`src/rtl/wb_write_arbiter_pkg.sv`:
```
// wb_write_arbiter_pkg: register-file widths, arbiter defaults and a saturating helper.
// WB_ARB_DEPTH / WB_ARB_STARVE_LIMIT may be predefined to override the defaults.
`ifndef WB_ARB_DEPTH
`define WB_ARB_DEPTH 2
`endif
`ifndef WB_ARB_STARVE_LIMIT
`define WB_ARB_STARVE_LIMIT 4
`endif
package wb_write_arbiter_pkg;
   localparam int LEN_REG_ADDRESS = 4;
   localparam int LEN_REGISTER = 32;
   localparam int WB_ARB_DEPTH = `WB_ARB_DEPTH;
   localparam int WB_ARB_STARVE_LIMIT = `WB_ARB_STARVE_LIMIT;
   function automatic logic [15:0] sat_add16(input logic [15:0] a, input logic [15:0] b);
      logic [16:0] s;
      s = {1'b0, a} + {1'b0, b};
      return s[16] ? 16'hFFFF : s[15:0];
   endfunction
endpackage

```
`src/rtl/wb_write_arbiter_if.sv`:
```
// wb_write_arbiter_if: pipeline WB, multicycle handshake, hazard and register-file write signals.
// WB_ARB_STATS_EN adds squash_cnt / max_occ.
interface wb_write_arbiter_if
   import wb_write_arbiter_pkg::*;
#(
   parameter int ADDR_W = LEN_REG_ADDRESS,
   parameter int DATA_W = LEN_REGISTER
`ifdef WB_ARB_STATS_EN
   , parameter int DEPTH = WB_ARB_DEPTH
`endif
);
   logic p_wb_en;
   logic [ADDR_W-1:0] p_wb_addr;
   logic [DATA_W-1:0] p_wb_data;
   logic m_valid;
   logic m_ready;
   logic [ADDR_W-1:0] m_addr;
   logic [DATA_W-1:0] m_data;
   logic [ADDR_W-1:0] src1;
   logic [ADDR_W-1:0] src2;
   logic use_src2;
   logic pend_hazard;
   logic stall_req;
   logic wb_en;
   logic [ADDR_W-1:0] wb_address;
   logic [DATA_W-1:0] wb_data;
`ifdef WB_ARB_STATS_EN
   logic [15:0] squash_cnt;
   logic [$clog2(DEPTH):0] max_occ;
`endif
   modport slave (
      input p_wb_en, p_wb_addr, p_wb_data, m_valid, m_addr, m_data, src1, src2, use_src2,
      output m_ready, pend_hazard, stall_req, wb_en, wb_address, wb_data
`ifdef WB_ARB_STATS_EN
      , output squash_cnt, max_occ
`endif
   );
   modport master (
      output p_wb_en, p_wb_addr, p_wb_data, m_valid, m_addr, m_data, src1, src2, use_src2,
      input m_ready, pend_hazard, stall_req, wb_en, wb_address, wb_data
`ifdef WB_ARB_STATS_EN
      , input squash_cnt, max_occ
`endif
   );
endinterface

```
`src/rtl/wb_pend_queue.sv`:
```
// wb_pend_queue: circular {valid, addr, data} queue with per-entry squash and hazard compare.
// WB_ARB_STATS_EN exposes the per-cycle squash count.
module wb_pend_queue
   import wb_write_arbiter_pkg::*;
#(
   parameter int ADDR_W = LEN_REG_ADDRESS,
   parameter int DATA_W = LEN_REGISTER,
   parameter int DEPTH = WB_ARB_DEPTH
) (
   input logic clk,
   input logic rst,
   input logic push,
   input logic push_valid,
   input logic [ADDR_W-1:0] push_addr,
   input logic [DATA_W-1:0] push_data,
   input logic pop,
   input logic squash_en,
   input logic [ADDR_W-1:0] squash_addr,
   input logic [ADDR_W-1:0] src1,
   input logic [ADDR_W-1:0] src2,
   input logic use_src2,
   output logic head_valid,
   output logic [ADDR_W-1:0] head_addr,
   output logic [DATA_W-1:0] head_data,
   output logic [$clog2(DEPTH):0] count,
`ifdef WB_ARB_STATS_EN
   output logic [$clog2(DEPTH):0] squash_n,
`endif
   output logic hit
);
   localparam int PW = $clog2(DEPTH);
   localparam int CW = PW + 1;
   logic [DEPTH-1:0] v, sq_mask, hit_mask;
   logic [ADDR_W-1:0] a [DEPTH];
   logic [DATA_W-1:0] d [DEPTH];
   logic [PW-1:0] head, tail;
   always_comb begin
      sq_mask = '0;
      hit_mask = '0;
      for (int i = 0; i < DEPTH; i++) begin
         sq_mask[i] = squash_en && v[i] && a[i] == squash_addr;
         hit_mask[i] = v[i] && (a[i] == src1 || (use_src2 && a[i] == src2));
      end
   end
   assign hit = |hit_mask;
   assign head_valid = v[head];
   assign head_addr = a[head];
   assign head_data = d[head];
`ifdef WB_ARB_STATS_EN
   assign squash_n = CW'($countones(sq_mask));
`endif
   // a push always lands on a slot other than the popped head, so push wins per entry
   always_ff @(posedge clk) begin
      if (!rst) begin
         head <= '0;
         tail <= '0;
         count <= '0;
         v <= '0;
      end else begin
         head <= head + PW'(pop);
         tail <= tail + PW'(push);
         count <= count + CW'(push) - CW'(pop);
         for (int i = 0; i < DEPTH; i++)
            v[i] <= (push && tail == PW'(i)) ? push_valid :
                    (sq_mask[i] || (pop && head == PW'(i))) ? 1'b0 : v[i];
      end
   end
   always_ff @(posedge clk) begin
      if (push) begin
         a[tail] <= push_addr;
         d[tail] <= push_data;
      end
   end
endmodule

```
`src/rtl/wb_write_arbiter.sv`:
```
// wb_write_arbiter: shares the register-file write port between the WB stage and a multicycle unit.
// WB_ARB_STATS_EN adds squash_cnt and max_occ statistics.
module wb_write_arbiter
   import wb_write_arbiter_pkg::*;
#(
   parameter int ADDR_W = LEN_REG_ADDRESS,
   parameter int DATA_W = LEN_REGISTER,
   parameter int DEPTH = WB_ARB_DEPTH,
   parameter int STARVE_LIMIT = WB_ARB_STARVE_LIMIT
) (
   input logic clk,
   input logic rst,
   wb_write_arbiter_if.slave bus
);
   localparam int CW = $clog2(DEPTH) + 1;
   localparam int SW = $clog2(STARVE_LIMIT + 1);
   logic [CW-1:0] count;
   logic empty, pop, bypass, push, push_valid, head_valid, q_hit, m_hit, stall_req;
   logic [ADDR_W-1:0] head_addr;
   logic [DATA_W-1:0] head_data;
   logic [SW-1:0] starve, starve_nxt;
`ifdef WB_ARB_STATS_EN
   logic [CW-1:0] squash_n, max_occ;
   logic [15:0] squash_cnt;
`endif
   assign empty = count == '0;
   assign pop = rst && !bus.p_wb_en && !empty;
   assign bypass = !bus.p_wb_en && empty && bus.m_valid;
   assign bus.m_ready = rst && count < CW'(DEPTH);
   assign push = bus.m_valid && bus.m_ready && !bypass;
   // the multicycle result is older than a same-cycle pipeline write to the same register
   assign push_valid = !(bus.p_wb_en && bus.m_addr == bus.p_wb_addr);
   assign bus.wb_en = rst && (bus.p_wb_en || (empty ? bus.m_valid : head_valid));
   assign bus.wb_address = bus.p_wb_en ? bus.p_wb_addr : !empty ? head_addr : bus.m_addr;
   assign bus.wb_data = bus.p_wb_en ? bus.p_wb_data : !empty ? head_data : bus.m_data;
   assign m_hit = bus.m_valid && !bus.m_ready &&
                  (bus.m_addr == bus.src1 || (bus.use_src2 && bus.m_addr == bus.src2));
   assign bus.pend_hazard = rst && (q_hit || m_hit);
   assign bus.stall_req = stall_req;
   wb_pend_queue #(.ADDR_W(ADDR_W), .DATA_W(DATA_W), .DEPTH(DEPTH)) u_queue (
      .clk(clk),
      .rst(rst),
      .push(push),
      .push_valid(push_valid),
      .push_addr(bus.m_addr),
      .push_data(bus.m_data),
      .pop(pop),
      .squash_en(bus.p_wb_en),
      .squash_addr(bus.p_wb_addr),
      .src1(bus.src1),
      .src2(bus.src2),
      .use_src2(bus.use_src2),
      .head_valid(head_valid),
      .head_addr(head_addr),
      .head_data(head_data),
      .count(count),
`ifdef WB_ARB_STATS_EN
      .squash_n(squash_n),
`endif
      .hit(q_hit)
   );
   assign starve_nxt = (empty || pop) ? '0 :
                       (starve == SW'(STARVE_LIMIT)) ? starve : starve + SW'(1);
   always_ff @(posedge clk) begin
      if (!rst) begin
         starve <= '0;
         stall_req <= 1'b0;
      end else begin
         starve <= starve_nxt;
         stall_req <= empty ? 1'b0 : (starve_nxt == SW'(STARVE_LIMIT)) ? 1'b1 : stall_req;
      end
   end
`ifdef WB_ARB_STATS_EN
   assign bus.squash_cnt = squash_cnt;
   assign bus.max_occ = max_occ;
   always_ff @(posedge clk) begin
      if (!rst) begin
         squash_cnt <= '0;
         max_occ <= '0;
      end else begin
         squash_cnt <= sat_add16(squash_cnt, 16'(squash_n) + 16'(push && !push_valid));
         max_occ <= (count > max_occ) ? count : max_occ;
      end
   end
`endif
endmodule
```
`src/flat_wrapper.sv`:
```
// flat-port wrapper written by rule: the top's interface ports become plain ports
module wb_write_arbiter_flat import wb_write_arbiter_pkg::*;
#(
   parameter int ADDR_W = LEN_REG_ADDRESS,
   parameter int DATA_W = LEN_REGISTER,
   parameter int DEPTH = WB_ARB_DEPTH,
   parameter int STARVE_LIMIT = WB_ARB_STARVE_LIMIT
)
  (clk, rst, bus_p_wb_en, bus_p_wb_addr, bus_p_wb_data, bus_m_valid, bus_m_addr, bus_m_data, bus_src1, bus_src2, bus_use_src2, bus_m_ready, bus_pend_hazard, bus_stall_req, bus_wb_en, bus_wb_address, bus_wb_data);
  wb_write_arbiter_if #(.ADDR_W(ADDR_W), .DATA_W(DATA_W)) bus_i ();
  input logic clk;
  input logic rst;
  input wire logic [$bits(bus_i.p_wb_en)-1:0] bus_p_wb_en;
  input wire logic [$bits(bus_i.p_wb_addr)-1:0] bus_p_wb_addr;
  input wire logic [$bits(bus_i.p_wb_data)-1:0] bus_p_wb_data;
  input wire logic [$bits(bus_i.m_valid)-1:0] bus_m_valid;
  input wire logic [$bits(bus_i.m_addr)-1:0] bus_m_addr;
  input wire logic [$bits(bus_i.m_data)-1:0] bus_m_data;
  input wire logic [$bits(bus_i.src1)-1:0] bus_src1;
  input wire logic [$bits(bus_i.src2)-1:0] bus_src2;
  input wire logic [$bits(bus_i.use_src2)-1:0] bus_use_src2;
  output wire logic [$bits(bus_i.m_ready)-1:0] bus_m_ready;
  output wire logic [$bits(bus_i.pend_hazard)-1:0] bus_pend_hazard;
  output wire logic [$bits(bus_i.stall_req)-1:0] bus_stall_req;
  output wire logic [$bits(bus_i.wb_en)-1:0] bus_wb_en;
  output wire logic [$bits(bus_i.wb_address)-1:0] bus_wb_address;
  output wire logic [$bits(bus_i.wb_data)-1:0] bus_wb_data;
  assign bus_i.p_wb_en = bus_p_wb_en;
  assign bus_i.p_wb_addr = bus_p_wb_addr;
  assign bus_i.p_wb_data = bus_p_wb_data;
  assign bus_i.m_valid = bus_m_valid;
  assign bus_i.m_addr = bus_m_addr;
  assign bus_i.m_data = bus_m_data;
  assign bus_i.src1 = bus_src1;
  assign bus_i.src2 = bus_src2;
  assign bus_i.use_src2 = bus_use_src2;
  assign bus_m_ready = bus_i.m_ready;
  assign bus_pend_hazard = bus_i.pend_hazard;
  assign bus_stall_req = bus_i.stall_req;
  assign bus_wb_en = bus_i.wb_en;
  assign bus_wb_address = bus_i.wb_address;
  assign bus_wb_data = bus_i.wb_data;
  wb_write_arbiter #(.ADDR_W(ADDR_W), .DATA_W(DATA_W), .DEPTH(DEPTH), .STARVE_LIMIT(STARVE_LIMIT)) u_core (.clk(clk), .rst(rst), .bus(bus_i));
endmodule
```
`config.mk`:
```
export PLATFORM = sky130hd
export DESIGN_NAME = wb_write_arbiter_flat
export DESIGN_NICKNAME = d
export VERILOG_FILES = /design/src/rtl/wb_write_arbiter_pkg.sv /design/src/rtl/wb_write_arbiter_if.sv /design/src/rtl/wb_pend_queue.sv /design/src/rtl/wb_write_arbiter.sv /design/src/flat_wrapper.sv
export SDC_FILE = /design/constraint.sdc
export NUM_CORES = 1
export LEC_CHECK = 0
export ABC_CLOCK_PERIOD_IN_PS = 4490
export BUFFER_PORTS_ARGS = -buffer_cell sky130_fd_sc_hd__buf_2
export CAP_MARGIN = 5
export CORE_ASPECT_RATIO = 1.1
export CORE_MARGIN = 10
export CORE_UTILIZATION = 45
export CTS_CLUSTER_DIAMETER = 50
export DETAILED_ROUTE_END_ITERATION = 8
export PLACE_DENSITY = 0.71
export SLEW_MARGIN = 5
export SYNTH_ARGS = -nofsm -noshare
export SYNTH_HDL_FRONTEND = slang
export SYNTH_HIERARCHICAL = 1
export SYNTH_SLANG_ARGS = --single-unit
```
`constraint.sdc`:
```
create_clock -name clk -period 4.49 [get_ports clk]
set_input_delay 0.2245 -clock clk [delete_from_list [all_inputs] [get_ports clk]]
set_output_delay 0.2245 -clock clk [all_outputs]
set_load 0.02 [all_outputs]
```
==> impl_metrics.ini, run 1 <==
[drt]
vias_per_cell = 5.051
wire_per_inst_um = 16.44
vias = 3000
wl_um = 9768
ant_nets = 0
drt_iter0_markers = 196
first_pass_iters = 4
drc = 0

[timing]
period_needed_ns = 2.516
period_share_pct = 56.05
worst_pin_slew_ns = 0.9947
finalSetupViolCount = 0
rsz0062_at_grt = no
hold_violations = 0
skew_ns = 0.01149
fmax_mhz = 397.4
relSlewSlack_pct = 33.69
drv_slew = 0
fin_tns_setup_ns = 0
whs_ns = 0.08621

[power_and_ir_drop]
total_power_mw = 1.908
p_per_area_mw_per_mm2 = 361.4
power.leakage_nw = 2.265
ir_drop_uv = 174.7

[cts]
cts.repair.resized = 0
clk_pin_slew_ns = 0.08
ctsHoldBuffers = 0
cts_root_buf = clkbuf_8
post_cts_buffers = 0
cts_tree = built
cts_buffers = 9
insertion_delay_ns = 0.34
cts.sinks = 83
h-tree-depth = 3
cts_buffer_depth = 2

[yosys]
synth_top_area_cell = edfxtp_1
synthFlopType = edfxtp_1
ys_ff_latch = 83
synth.distinct_cells = 34
syn_nets = 445
synth_edf_count = 72
synth.area.top_cells = edfxtp_1, mux2_2, mux2i_1, xor2_1, dfxtp_1
async_flop_share_pct = 0
ys_warn_count = 6
synthCells = 352
ys_seq_area_share_pct = 54.37
syn_area_sq_mm = 0.004382
avgSynthCellArea_sq_um = 12.45
synth.top_cell.area_share_pct = 49.34

[global_routing]
met1_usage_pct = 15.92
grt.total_usage_pct = 13.21
use_met3_pct = 4.845
grt-busiest-layer = met2
grt_pass1_wl_um = 15070
overflow = 0
met2_usage_pct = 21.37
grt_max_degree = 81
antenna_found_initial = 0
grt_pass1_vias = 3108

[worst_setup_path]
r2r_end = u_core/u_queue/v[0]
worstPathRequired_ns = 4.27
worstPathMaxFanout = 22
r2r_start = u_core/u_queue/count[1]
cpPeakStageDelay_ns = 0.50
path_class = reg2out
rr_worst_depth = 6
crit_chain = nor2_4 -> buf_4 -> mux2i_1 -> o21ai_0 -> buf_2
critPathSlowestCell = nor2_4
cp-end-kind = output port
regToRegSetupSlack_ns = 2.24
cp-start-kind = flip-flop
arrival_ns = 2.29

[die]
core_sq_mm = 0.009444
num_rows = 37
die_area_sq_mm = 0.01409
start_util_pct = 46.40
dieWidth_um = 114.1
num_io_pins = 125
die_height_um = 123.5

[placement]
numPortBuffers = 124
hpwl_um = 7036
dp_cells = 578
routabilityCongestion = 0.7738

[cells_and_area]
instances_no_fill = 594
multi_input_area_sq_mm = 0.001866
final_cell_mix = buf_2, edfxtp_1, nand2_1
finalNetCount = 565
num_antenna_cells = 0
drive_gt1_share_pct = 38.99
area_growth_pct = 20.50
layout_commonest_cell = buf_2
regArea_sq_mm = 0.002384
final_util_pct = 55.91
n_fill_cell = 797

[flow_run]
cap_violations = 0

[worst_hold_path]
min_from = bus_m_data[1]
whs_path_depth = 1
hold_end = u_core/u_queue/d[0][1]
hp-class = in2reg

[status]
status = finished, final reports clean
## layer usage
| layer | wire (um) | share of wire (%) |
|---|---|---|
| met2 | 4624 | 47 |
| met4 | 94 | 0.96 |
| met3 | 916 | 9.4 |
| met1 | 4133 | 42 |
| met5 | 0 | 0 |
## state kept, by name (all words and copies together), names as in the netlist, named ones only
| register | cells |
|---|---|
| u_core/bus.stall_req | 1 |
| u_core/starve | 3 |
| u_core/u_queue/v | 2 |
| u_core/u_queue/d | 64 |
| u_core/u_queue/a | 8 |
| u_core/u_queue/count | 2 |
| u_core/u_queue/tail | 1 |
| u_core/u_queue/head | 1 |
## worst max path at each step
stage | start | to | slack [ns] | cells past startpoint
6_report | u_core/u_queue/count[1] | bus_wb_address[1] | 1.97 | 5
5_1_grt | u_core/u_queue/count[1] | bus_wb_address[1] | 1.79 | 5
4_1_cts | u_core/u_queue/count[1] | bus_wb_address[1] | 1.94 | 5
3_5_place_dp | bus_p_wb_en | u_core/u_queue/v[0] | 1.92 | 7
3_3_place_gp | bus_p_wb_en | u_core/u_queue/v[0] | 2.03 | 7
2_1_floorplan | u_core/u_queue/count[1] | u_core/u_queue/v[1] | 2.19 | 6
## worst max-delay path: cells and delay by family (launching register included)
family / cells / cell delay [ns]
AND/OR/NAND/NOR: 1 / 0.50
buffers and inverters: 2 / 0.69
AO/OA/AOI/OAI: 1 / 0.24
multiplexers: 1 / 0.13
flip-flops: 1 / 0.39
## report_power, final
group          switching [mW]  internal (mW)
Clock                   0.264          0.317
Sequential             0.0268          0.871
Combinational           0.240          0.190
Total                   0.531           1.38
## cells in the mapped netlist, types with 2 or more instances
| master | n |
|---|---|
| clkbuf_1 | 7 |
| nand2_1 | 41 |
| mux2_2 | 37 |
| dfxtp_1 | 11 |
| nand3_1 | 6 |
| xnor2_1 | 11 |
| xor2_1 | 28 |
| buf_2 | 6 |
| a32oi_1 | 2 |
| nor2b_1 | 5 |
| buf_8 | 3 |
| ha_1 | 8 |
| mux2i_1 | 37 |
| nor2_1 | 6 |
| nor4_1 | 3 |
| and2_1 | 2 |
| o21ai_0 | 26 |
| a31oi_1 | 2 |
| nor3_1 | 7 |
| edfxtp_1 | 72 |
| inv_1 | 7 |
| nand4_1 | 3 |
| o21ai_1 | 11 |
## logic make-up after synthesis
| kind of cell | Yosys count | share of synthesized area (%) |
|---|---|---|
| xor+xnor | 39 | 7.796 |
| compound gates | 46 | 5.939 |
| fa+ha+maj | 8 | 2.285 |
| flops | 83 | 54.37 |
| simple gates | 77 | 8.138 |
| mux | 75 | 18.30 |
| buf+inv | 24 | 3.170 |
## per-stage QoR
stage / worst slack (ns) / area, sq um
floorplan: 2.186 / 4382
global placement: 2.030 / 5057
detailed placement: 1.922 / 5057
CTS: 1.940 / 5280
global route: 1.790 / 5280
finish: 1.974 / 5280
## final cells by class
| cell class | count | share of cell area (%) |
|---|---|---|
| inverter | 7 | 0.4976 |
| clock buffer | 9 | 2.346 |
| timing repair buffer | 126 | 12.04 |
| multi-input combinational | 245 | 35.33 |
| tap | 117 | 2.773 |
| sequential | 83 | 45.14 |
| clock inverter | 7 | 1.872 |
Power figures use the tool's default switching activity.
==> run 2: changes to the inputs <==
- ABC_AREA: default -> 1
- ABC_CLOCK_PERIOD_IN_PS: 4490 -> 2360
- PLACE_DENSITY: 0.71 -> 0.7
- clock period: 4.49 -> 2.36 ns (I/O delays scaled with it)
==> run 2 against run 1 <==
Clock skew fell by 0.0047 ns. Global-route usage rose by 3.1 points. Design area rose by 8.9%. Sequential cell count did not move. Power rose by 86%. Core utilization rose by 2.2 points. Cell count rose by 29%. Synthesized area rose by 3.9%.
==> impl_metrics.ini, run 2 <==
[die]
start_util_pct = 46.01
dieWidth_um = 115.9
die_height_um = 125.5
num_rows = 38
core_sq_mm = 0.009889
num_io_pins = 125
die_area_sq_mm = 0.01454

[global_routing]
grt_pass1_wl_um = 19310
grt.total_usage_pct = 16.26
grt_max_degree = 42
overflow = 0
grt_pass1_vias = 3960
antenna_found_initial = 0

[yosys]
synth.top_cell.area_share_pct = 47.51
synth_top_area_cell = edfxtp_1
synth_top_family_by_area = simple AND/OR/NAND/NOR gates
synth.area.top_cells = edfxtp_1, nand2_1, mux2_1, a21oi_1, nor2_1
synthFlopType = edfxtp_1
synthSimpleGateAreaFrac_pct = 16.30
avgSynthCellArea_sq_um = 9.383
syn_area_sq_mm = 0.004551
syn_nets = 578
synthAdderAreaFrac_pct = 2.200
synth_edf_count = 72
synthXorXnorAreaFrac_pct = 3.079
ys_ff_latch = 83
ys_warn_count = 6
synth_compound_area_share_pct = 11.47
yosysMostFrequentCell = nand2_1
synth.distinct_cells = 27
muxShareOfSynthArea_pct = 7.919
async_flop_share_pct = 0
ys_seq_area_share_pct = 52.35
synthCells = 485
synthTopCellsByCount = nand2_1, edfxtp_1, nor2_1

[drt]
first_pass_iters = 4
drc = 0
wl_um = 11970
drt_iter0_markers = 304
vias = 3921
wire_per_inst_um = 15.62
ant_nets = 0
vias_per_cell = 5.119

[cells_and_area]
drive_gt1_share_pct = 26.63
instances_no_fill = 766
n_fill_cell = 845
largest_reg_flops = 64
area_growth_pct = 26.37
final_cell_mix = buf_2, nand2_1, edfxtp_1
largestRegisters = u_core/u_queue/d (64), u_core/u_queue/a (8), u_core/starve (3)
multi_input_area_sq_mm = 0.001869
num_antenna_cells = 0
largest-register = u_core/u_queue/d
finalNetCount = 734
regArea_sq_mm = 0.002384
layout_commonest_cell = buf_2

[worst_setup_path]
crit_chain = buf_12 -> mux2_1 -> nand2_1 -> a21oi_1 -> buf_2
path_class = reg2out
worstPathMaxFanout = 21
cp-start-kind = flip-flop
critPathSlowestCell = dfxtp_2
cp-end-kind = output port
arrival_ns = 1.90
cpPeakStageDelay_ns = 0.65
worstPathRequired_ns = 2.24

[power_and_ir_drop]
power.leakage_nw = 2.440
ir_drop_uv = 298.5
p_per_area_mw_per_mm2 = 618.6

[cts]
h-tree-depth = 3
cts_buffer_depth = 2
cts_buffers = 9
cts_tree = built
post_cts_buffers = 0
cts.sinks = 83
cts_root_buf = clkbuf_8
cts.repair.resized = 0
insertion_delay_ns = 0.33
clk_pin_slew_ns = 0.08
ctsHoldBuffers = 31

[timing]
finalSetupViolCount = 0
period_needed_ns = 2.016
worst_pin_slew_ns = 0.5063
period_share_pct = 85.41
rsz0062_at_grt = no
relSlewSlack_pct = 66.25
hold_violations = 0
skew_ns = 0.006781
fin_tns_setup_ns = 0
fmax_mhz = 496.1
drv_slew = 0

[status]
status = finished, final reports clean

[flow_run]
cap_violations = 0

[placement]
hpwl_um = 8457
routabilityCongestion = 0.9044
dp_cells = 719
numPortBuffers = 124

[worst_hold_path]
hp-class = in2reg
run 2: worst max-delay path, delay by kind of cell (launching register included):
| family | cells | cell delay, ns |
|---|---|---|
| buffers and inverters | 2 | 0.41 |
| flip-flops | 1 | 0.65 |
| multiplexers | 1 | 0.33 |
| AND/OR/NAND/NOR | 1 | 0.09 |
| AO/OA/AOI/OAI | 1 | 0.08 |
run 2: layout make-up:
class | count | area share (%)
Sequential cell | 83 | 41.45
Multi-Input combinational cell | 339 | 32.51
Timing Repair Buffer | 165 | 17.71
Inverter | 43 | 2.807
Tap cell | 120 | 2.611
Clock buffer | 10 | 2.219
Clock inverter | 6 | 0.6963
run 2: where the power goes:
part,switching (mW),total (mW),leakage (nW),internal (mW)
logic,0.630,0.996,1.62,0.366
clock network,0.476,0.857,0.0780,0.381
registers,0.0384,1.70,0.745,1.67
run 2: worst paths after layout:
kind / startpoint / to / slack [ns] / depth (start not counted)
setup / recovery: flip-flop / bus_wb_data[11] / 0.34 / 5
hold / removal: bus_m_data[22] / u_core/u_queue/d[0][22] / 0.03 / 1
setup reg to reg: u_core/u_queue/count[1] / u_core/u_queue/count[1] / 0.39 / 10
hold reg to reg: u_core/bus.stall_req / u_core/bus.stall_req / 0.50 / 2
run 2: cells by family after synthesis:
kind of cell	Yosys count
and+or+nand+nor	188
AOI/OAI and AO/OA	95
DFF	83
buffers and inverters	63
muxes	32
xor gates and xnor gates	16
adders and majority gates	8
run 2: per-layer routing:
metal	track usage (%)	part of all wire, %	wire length, um
met3	4.639	8.1	973
met2	27.00	48	5773
met1	19.85	42	5080
met4	4.937	1.2	138
met5	0	0	0
run 2: through the flow:
step	worst slack (ns)	util (%)	total power, mW	instance area (sq um)	hold WS, ns
2_1_floorplan	0.3077	-	2.384	4556	0.2115
3_3_place_gp	0.5256	53.31	2.670	5273	0.3280
3_5_place_dp	0.3972	53.31	2.690	5273	0.3295
4_1_cts	0.3204	58.15	3.583	5751	0.008422
5_1_grt	0.2119	58.15	3.764	5751	0.006544
6_report	0.3444	58.15	3.557	5751	0.02573
